===== config.mk =====
export PLATFORM = sky130hd
export DESIGN_NAME = mem_arbiter
export DESIGN_NICKNAME = d
export VERILOG_FILES = /design/src/rtl/mem_arb_pkg.sv /design/src/rtl/mem_arb_rr.sv /design/src/rtl/mem_arbiter.sv
export SDC_FILE = /design/constraint.sdc
export NUM_CORES = 1
export LEC_CHECK = 0
export ABC_CLOCK_PERIOD_IN_PS = 4960
export CELL_PAD_IN_SITES_DETAIL_PLACEMENT = 2
export CELL_PAD_IN_SITES_GLOBAL_PLACEMENT = 2
export CORE_ASPECT_RATIO = 0.8
export CORE_UTILIZATION = 13
export DETAILED_ROUTE_END_ITERATION = 10
export HOLD_SLACK_MARGIN = 0.03
export PLACE_DENSITY = 0.95
export SLEW_MARGIN = 20
export SYNTH_ARGS = -nofsm -noshare
export SYNTH_HDL_FRONTEND = slang
export SYNTH_HIERARCHICAL = 1
export SYNTH_SLANG_ARGS = --single-unit

===== constraint.sdc =====
create_clock -name clock -period 4.96 [get_ports clock]
set_clock_uncertainty 0.2 [all_clocks]
set_input_delay 0.992 -clock clock [delete_from_list [all_inputs] [get_ports clock]]
set_output_delay 0.992 -clock clock [all_outputs]
set_load 0.005 [all_outputs]

===== src/rtl/mem_arb_pkg.sv =====
// Shared definitions for the memory arbiter: FSM encoding, master indices and clog2.
package mem_arb_pkg;

  typedef enum logic [0:0] {
    StIdle = 1'b0,
    StBusy = 1'b1
  } arb_state_e;

  localparam int unsigned MST_STIM  = 0;
  localparam int unsigned MST_CHECK = 1;
  localparam int unsigned MST_HOST  = 2;

  // Ceiling log2; clog2(1) = 0.
  function automatic int unsigned clog2(input int unsigned value);
    int unsigned res;
    res = 0;
    for (int i = 0; i < 32; i++) begin
      if ((32'd1 << i) < value) begin
        res = 32'(i + 1);
      end
    end
    return res;
  endfunction

endpackage


===== src/rtl/mem_arb_rr.sv =====
// Combinational round-robin picker: first requester at or after ptr_i, wrapping.
module mem_arb_rr
  import mem_arb_pkg::*;
#(
  parameter int unsigned NumReq = 3,
  parameter int unsigned IdxW   = 2
) (
  input  logic [NumReq-1:0] req_i,
  input  logic [IdxW-1:0]   ptr_i,
  output logic [NumReq-1:0] gnt_o,
  output logic [IdxW-1:0]   idx_o,
  output logic              valid_o
);

  logic [IdxW-1:0] cand;

  // Walk the requesters starting at the pointer; the first hit wins.
  always_comb begin
    gnt_o   = '0;
    idx_o   = '0;
    valid_o = 1'b0;
    cand    = ptr_i;
    for (int k = 0; k < int'(NumReq); k++) begin
      if (!valid_o && req_i[cand]) begin
        valid_o     = 1'b1;
        gnt_o[cand] = 1'b1;
        idx_o       = cand;
      end
      cand = (cand == IdxW'(NumReq - 1)) ? '0 : cand + 1'b1;
    end
  end

endmodule


===== src/rtl/mem_arbiter.sv =====
// Round-robin arbiter with optional lock, sharing one Avalon-MM port among several masters.
module mem_arbiter
  import mem_arb_pkg::*;
#(
  parameter int unsigned NUM_MASTERS = 3,
  parameter int unsigned ADDR_WIDTH  = 20,
  parameter int unsigned DATA_WIDTH  = 16,
  parameter int unsigned BE_WIDTH    = DATA_WIDTH / 8,
  parameter int unsigned LOCK_MAX    = 8
) (
  input  logic                            clock,
  input  logic                            reset_n,
  input  logic [NUM_MASTERS*ADDR_WIDTH-1:0] m_address,
  input  logic [NUM_MASTERS*BE_WIDTH-1:0]   m_byteenable,
  input  logic [NUM_MASTERS-1:0]            m_read,
  input  logic [NUM_MASTERS-1:0]            m_write,
  input  logic [NUM_MASTERS*DATA_WIDTH-1:0] m_writedata,
  input  logic [NUM_MASTERS-1:0]            m_lock,
  output logic [DATA_WIDTH-1:0]             m_readdata,
  output logic [NUM_MASTERS-1:0]            m_waitrequest,
  output logic [ADDR_WIDTH-1:0]             mem_address,
  output logic [BE_WIDTH-1:0]               mem_byteenable,
  output logic                              mem_read,
  output logic                              mem_write,
  output logic [DATA_WIDTH-1:0]             mem_writedata,
  input  logic [DATA_WIDTH-1:0]             mem_readdata,
  input  logic                              mem_waitrequest,
  output logic [NUM_MASTERS-1:0]            grant
);

  localparam int unsigned IdxW  = clog2(NUM_MASTERS);
  localparam int unsigned LockW = clog2(LOCK_MAX) + 1;

  arb_state_e              state_q, state_d;
  logic [NUM_MASTERS-1:0]  grant_q, grant_d;
  logic [IdxW-1:0]         owner_q, owner_d;
  logic [IdxW-1:0]         ptr_q, ptr_d;
  logic [LockW-1:0]        lock_cnt_q, lock_cnt_d;

  logic [NUM_MASTERS-1:0]  req;
  logic [NUM_MASTERS-1:0]  pick_gnt;
  logic [IdxW-1:0]         pick_idx;
  logic                    pick_valid;
  logic [IdxW-1:0]         ptr_next;
  logic                    busy;
  logic                    xfer_done;

  logic [ADDR_WIDTH-1:0]   addr_arr [NUM_MASTERS];
  logic [BE_WIDTH-1:0]     be_arr   [NUM_MASTERS];
  logic [DATA_WIDTH-1:0]   wdata_arr[NUM_MASTERS];

  for (genvar g = 0; g < NUM_MASTERS; g++) begin : gen_unpack
    assign addr_arr[g]  = m_address[g*ADDR_WIDTH +: ADDR_WIDTH];
    assign be_arr[g]    = m_byteenable[g*BE_WIDTH +: BE_WIDTH];
    assign wdata_arr[g] = m_writedata[g*DATA_WIDTH +: DATA_WIDTH];
  end

  assign req = m_read | m_write;

  mem_arb_rr #(
    .NumReq(NUM_MASTERS),
    .IdxW  (IdxW)
  ) u_rr (
    .req_i  (req),
    .ptr_i  (ptr_q),
    .gnt_o  (pick_gnt),
    .idx_o  (pick_idx),
    .valid_o(pick_valid)
  );

  // Drive mem_if from the owner; strobes and buses are quiet when nobody owns the port.
  always_comb begin
    busy           = (state_q == StBusy);
    mem_address    = '0;
    mem_byteenable = '0;
    mem_writedata  = '0;
    mem_write      = 1'b0;
    mem_read       = 1'b0;
    if (busy) begin
      mem_address    = addr_arr[owner_q];
      mem_byteenable = be_arr[owner_q];
      mem_writedata  = wdata_arr[owner_q];
      mem_write      = m_write[owner_q];
      // Write wins if the owner strobes both.
      mem_read       = m_read[owner_q] & ~m_write[owner_q];
    end
    xfer_done     = (mem_read | mem_write) & ~mem_waitrequest;
    m_waitrequest = busy ? (~grant_q | {NUM_MASTERS{mem_waitrequest}}) : '1;
    m_readdata    = mem_readdata;
    grant         = grant_q;
  end

  // Next-state: arbitrate in idle, hold or release the owner in busy.
  always_comb begin
    state_d    = state_q;
    grant_d    = grant_q;
    owner_d    = owner_q;
    ptr_d      = ptr_q;
    lock_cnt_d = lock_cnt_q;
    ptr_next   = (owner_q == IdxW'(NUM_MASTERS - 1)) ? '0 : owner_q + 1'b1;
    unique case (state_q)
      StIdle: begin
        if (pick_valid) begin
          state_d    = StBusy;
          grant_d    = pick_gnt;
          owner_d    = pick_idx;
          lock_cnt_d = '0;
        end
      end
      StBusy: begin
        if (xfer_done && m_lock[owner_q] && (lock_cnt_q < LockW'(LOCK_MAX - 1))) begin
          lock_cnt_d = lock_cnt_q + 1'b1;
        end else if (xfer_done || !req[owner_q]) begin
          state_d    = StIdle;
          grant_d    = '0;
          lock_cnt_d = '0;
          ptr_d      = ptr_next;
        end
      end
      default: begin
        state_d = StIdle;
        grant_d = '0;
      end
    endcase
  end

  // State registers with asynchronous reset.
  always_ff @(posedge clock or negedge reset_n) begin
    if (!reset_n) begin
      state_q    <= StIdle;
      grant_q    <= '0;
      owner_q    <= '0;
      ptr_q      <= '0;
      lock_cnt_q <= '0;
    end else begin
      state_q    <= state_d;
      grant_q    <= grant_d;
      owner_q    <= owner_d;
      ptr_q      <= ptr_d;
      lock_cnt_q <= lock_cnt_d;
    end
  end

endmodule


* Yosys cells after proc, flatten, opt, wreduce, memory -nomap -nowiden *
Index checks and enable logic that the tools add are counted.

operators by class
  bitwise operators = 13
  shift-type cells = 0
  order comparisons = 9
  div/mod/pow operators = 0
  reduce and logical (&&, ||, !) cells = 15
  multiply operators = 0
  equal/unequal tests = 7
  add/sub/neg operators = 4
  mux-type cells = 59

operators with widths
  cell                                                                           number
  20-bit 2-to-1 mux                                                              3
  16-bit 2-to-1 mux                                                              3
  20-bit binary-select mux with 2-bit select                                     1
  16-bit binary-select mux with 2-bit select                                     1
  3-bit 2-to-1 mux                                                               7
  1-bit 2-to-1 mux                                                               18
  2-bit 2-to-1 mux                                                               9
  1-bit binary-select mux with 2-bit select                                      7
  2-bit by 3-bit less-than comparator with 1-bit output (second input constant)  4
  4-bit 2-to-1 mux                                                               3
  3-bit OR                                                                       4
  4-bit case mux with 2 select lines                                             1
  1-bit logical AND                                                              7
  2-bit by 1-bit adder with 2-bit output (second input constant)                 3
  1-bit demux with 2-bit select                                                  3
  2-bit equality test (second input constant)                                    3
  2-bit by 1-bit >= comparator with 1-bit output (second input constant)         3
  3-bit case mux with 2 select lines                                             1
  3-bit AND reduction                                                            2
  4-bit by 1-bit adder with 4-bit output (second input constant)                 1
  2-bit binary-select mux with 2-bit select                                      1
  4-bit by 3-bit less-than comparator with 1-bit output (second input constant)  1
  2-bit != test (second input constant)                                          2
  1-bit NOT                                                                      4
  other kinds (11)                                                               15

word-level totals
  latch bits = 0
  register bits after elaboration = 12
  word-level logic and storage cells = 112
  RAM bits = 0
  input port bits = 142
  memories = 0
  ROM bits = 0

* Depth between registers and ports, before layout *
  depth after elaboration = 12
  mapped depth = 7
  mapped depth without buffers = 6

* Cells and area by module *
Netlist, hierarchy kept.

modules (own cells, without submodules)
  module       area each (sq um)  cells an instance  instances
  mem_arbiter  1747.9             255                1
  mem_arb_rr   90.1               13                 1

* Worst setup path before layout *
No wires, ideal clock.

  path type = input -> output
  from = input port m_write[2]
  to = output port mem_read
  buffers on the path = 0
  stages on the path = 3
  arrival = 1497 ps
  setup slack = 2271 ps
  data required time = 3768 ps
  cells stage by stage = mux2i_1 > a2bb2oi_2 > and3_1

between the ends
  longest elaborated chain between the ends = 5

ends and longest elaborated chain
  what                                       RTL line           source
  start: declaration                         mem_arbiter.sv:16  input logic [NUM_MASTERS-1:0] m_write,
  1-bit binary-select mux with 2-bit select  mem_arbiter.sv:85  mem_read = m_read[owner_q] & ~m_write[owner_q];
  1-bit 2-to-1 mux (not written as such)     mem_arbiter.sv:85
  1-bit NOT                                  mem_arbiter.sv:85
  1-bit AND                                  mem_arbiter.sv:85
  1-bit 2-to-1 mux                           mem_arbiter.sv:79  if (busy) begin
  end: declaration                           mem_arbiter.sv:23  output logic mem_read,

Every way passes these cells. The select of a mux whose other input is x is not followed.

* Final worst setup path *
  from = register owner_q[1]
  to = output port mem_read

between the ends
  longest elaborated chain between the ends = 5
  elaborated cells on any way between the ends = 7

ends and longest elaborated chain
  what                                       RTL line            source
  start: declaration                         mem_arbiter.sv:36   logic [IdxW-1:0] owner_q, owner_d;
  start signal: assignment                   mem_arbiter.sv:138  owner_q <= owner_d;
  1-bit binary-select mux with 2-bit select  mem_arbiter.sv:85
  1-bit 2-to-1 mux (not written as such)     mem_arbiter.sv:85
  1-bit NOT                                  mem_arbiter.sv:85
  1-bit AND (*)                              mem_arbiter.sv:85
  1-bit 2-to-1 mux (*)                       mem_arbiter.sv:79

Every way passes the cells marked *; elsewhere a longest branch is shown, timed or not. The select of a mux whose other input is x is not followed.

==> flow_summary.json <==
{
  "grt_util_met3_pct": 2.91,
  "crit_path_start": "owner_q[1]$_DFFE_PN0P_",
  "core-area_sq_mm": 0.0137,
  "ant_nets": 0,
  "worst-r2r-cell-count": 6,
  "finalSetupViolCount": 0,
  "intPower_mw": 0.899,
  "hold_depth": 1,
  "final_hold_viol_count": 0,
  "synth.yosys.seq_area_share_pct": 16.3,
  "grt_max_degree": 46,
  "yosys_register_bits": 12,
  "io_pins": 204,
  "layout_common_cells": "clkdlybuf4s50_1, nor2_1, mux2i_1, a21oi_1, dfrtp_1",
  "yosysWarnings": 6,
  "overflow": 0,
  "post-route-period-util_pct": 82.0,
  "synth_cell_types": 35,
  "root_buffer": "clkbuf_16",
  "initial_core_util_pct": 13.4,
  "status": "finished clean",
  "vias": 2499,
  "nets": 553,
  "slew_headroom_pct": 32.7,
  "holdPathEnd": "lock_cnt_q[0]$_DFFE_PN0P_",
  "worstSetupStartpointType": "register",
  "sequentialPowerShare_pct": 13.9,
  "drc": 0,
  "num_rows": 38,
  "grt_usage_pct": 12.0,
  "firstDrtPassIters": 4,
  "drt_iter0_markers": 23,
  "die_w_um": 135,
  "routed_wl_um": 9260,
  "post_cts_buffers": 0,
  "grt_pass1_vias": 2807,
  "portBuffers": 171,
  "fp.dieH_um": 108,
  "hold_ws_ps": 330,
  "synth_top_area_share_pct": 24.0,
  "antenna_cells": 0,
  "rsz0062_at_grt": "no",
  "place.gp.congestion": 0.735,
  "via_per_inst": 4.24,
  "grt.busiest_layer": "met2",
  "crit_fanout": 41,
  "r2r-end": "ptr_q[1]$_DFFE_PN0P_",
  "period_needed_ps": 4070,
  "maxCapViolCount": 0,
  "cts_buffer_depth": 2,
  "ir_drop_uv": 158,
  "cts_buffers": 3,
  "combPwrFrac_pct": 76.8,
  "htree_num_levels": 1,
  "synth_area_leaders": "mux2i_1, nor2_1, dfrtp_1",
  "min_path_type": "register to register",
  "power_frac_clock_pct": 9.4,
  "crit_type": "register to primary output",
  "area_delta_synth_final_pct": 99.4,
  "synth_fp_nets": 411,
  "path_clk_slew_ps": 50,
  "yosysTopAreaCell": "mux2i_1",
  "cts_tree": "done",
  "cts_sinks": 12,
  "fin_setup_tns_ps": 0,
  "r2r_start": "owner_q[1]$_DFFE_PN0P_",
  "antenna_found_initial": 0,
  "hpwl_um": 7440,
  "final_common_cell": "clkdlybuf4s50_1",
  "ctsHoldBuffers": 0,
  "leakage_nw": 1.41,
  "syn_area_sq_mm": 0.00184,
  "worstMarginPinSlew_ps": 1010,
  "wl_per_cell_um": 15.7,
  "die_area_sq_mm": 0.0146,
  "grtUsageMet2_pct": 24.7,
  "grt_pass1_wl_um": 13800,
  "ys.flop_type": "dfrtp_1",
  "max_freq_mhz": 246,
  "hold_start": "lock_cnt_q[0]$_DFFE_PN0P_",
  "grt_util_met1_pct": 12.3,
  "critPathRequiredTime_ps": 3770,
  "n_fill_cell": 1602,
  "worstPathArrival_ps": 2880,
  "clock_latency_ps": 240,
  "crit_path_end_kind": "primary output",
  "power_density_mw_per_mm2": 435,
  "slew_violations": 0,
  "power_switching_mw": 0.696,
  "syn_avg_cell_area_sq_um": 6.86,
  "r2r_setup_slack_ps": 2010,
  "cts_resized": 0,
  "drive_gt1_share_pct": 4.89,
  "netlist_instances": 268,
  "synthArstFlopShare_pct": 100,
  "synth_edf_count": 0,
  "switching_share_pct": 43.6
}
## worst max path at each step
| stage | endpoint | cells after the start |
|---|---|---|
| after floorplan | mem_read | 3 |
| after detailed placement | mem_read | 5 |
| after global placement | mem_read | 5 |
| final | mem_read | 5 |
| after global routing | mem_read | 5 |
| after CTS | mem_read | 5 |
## through the flow
stage | util, % | std cells | cell area [sq um] | setup slack, ps | power (mW)
after global placement | 26.2 | 585 | 3590 | 1130 | 1.41
after floorplan | - | 268 | 1840 | 2270 | 0.848
after global routing | 26.8 | 589 | 3660 | 626 | 1.74
after CTS | 26.8 | 589 | 3660 | 752 | 1.63
final | 26.8 | 589 | 3660 | 892 | 1.60
after detailed placement | 26.2 | 585 | 3590 | 1020 | 1.47
## power groups by stage
stage | Clock (mW) | Sequential (mW) | Combinational, mW
finish | 0.150 | 0.221 | 1.22
detailed placement | 0 | 0.225 | 1.25
global placement | 0 | 0.217 | 1.19
global route | 0.156 | 0.235 | 1.35
floorplan | 0 | 0.161 | 0.687
CTS | 0.153 | 0.224 | 1.26
## sequential cells by signal, summed over array words and instances (netlist names)
name and cells:
busy 1, grant 3, lock_cnt_q 4, owner_q 2
ptr_q 2
## area by class of cell
type | instances | area [sq um] | share of cell area [%]
repair buffers | 174 | 1730 | 47.3
multi-input cells | 214 | 1310 | 35.6
flip-flops and latches | 12 | 303 | 8.26
well taps | 180 | 225 | 6.15
clock buffers | 4 | 78.8 | 2.15
inverters | 5 | 18.8 | 0.512
## logic make-up (layout without fill, tap and decap cells)
group	count (synthesis)	after routing	share of synthesized area [%]
and+or+nand+nor	103	103	22.5
AOI/OAI and AO/OA	62	62	21.0
muxes	48	48	26.4
buffers and inverters	42	183	13.1
DFF	12	12	16.3
adders and majority gates	1	1	0.681
## cell usage after synthesis, types with 2 or more instances
cell type,count
or2_2,3
mux2_1,2
inv_1,4
o21a_1,2
dfrtp_1,12
buf_4,16
mux2i_1,44
nand3_1,3
o22ai_1,5
nand2_1,9
clkbuf_1,13
nor2b_1,3
a21oi_1,41
nor2_1,82
buf_6,2
mux2_2,2
o211a_1,2
buf_2,6
## routing by layer
layer | vias up | wire length (um) | share of wire, %
met1 | 1187 | 3580 | 39
met2 | 126 | 4840 | 52
li1 | 1182 | - | -
met3 | 4 | 788 | 8.5
met4 | 0 | 53 | 0.57
met5 | - | 0 | 0
## critical path, stage by stage (launching register included)
cell,delay [ps]
dfrtp_2,700
nor2b_4,900
nand2_1,240
o21ai_0,120
and3_1,170
clkdlybuf4s50_1,500
(Power assumes the default switching activity.)
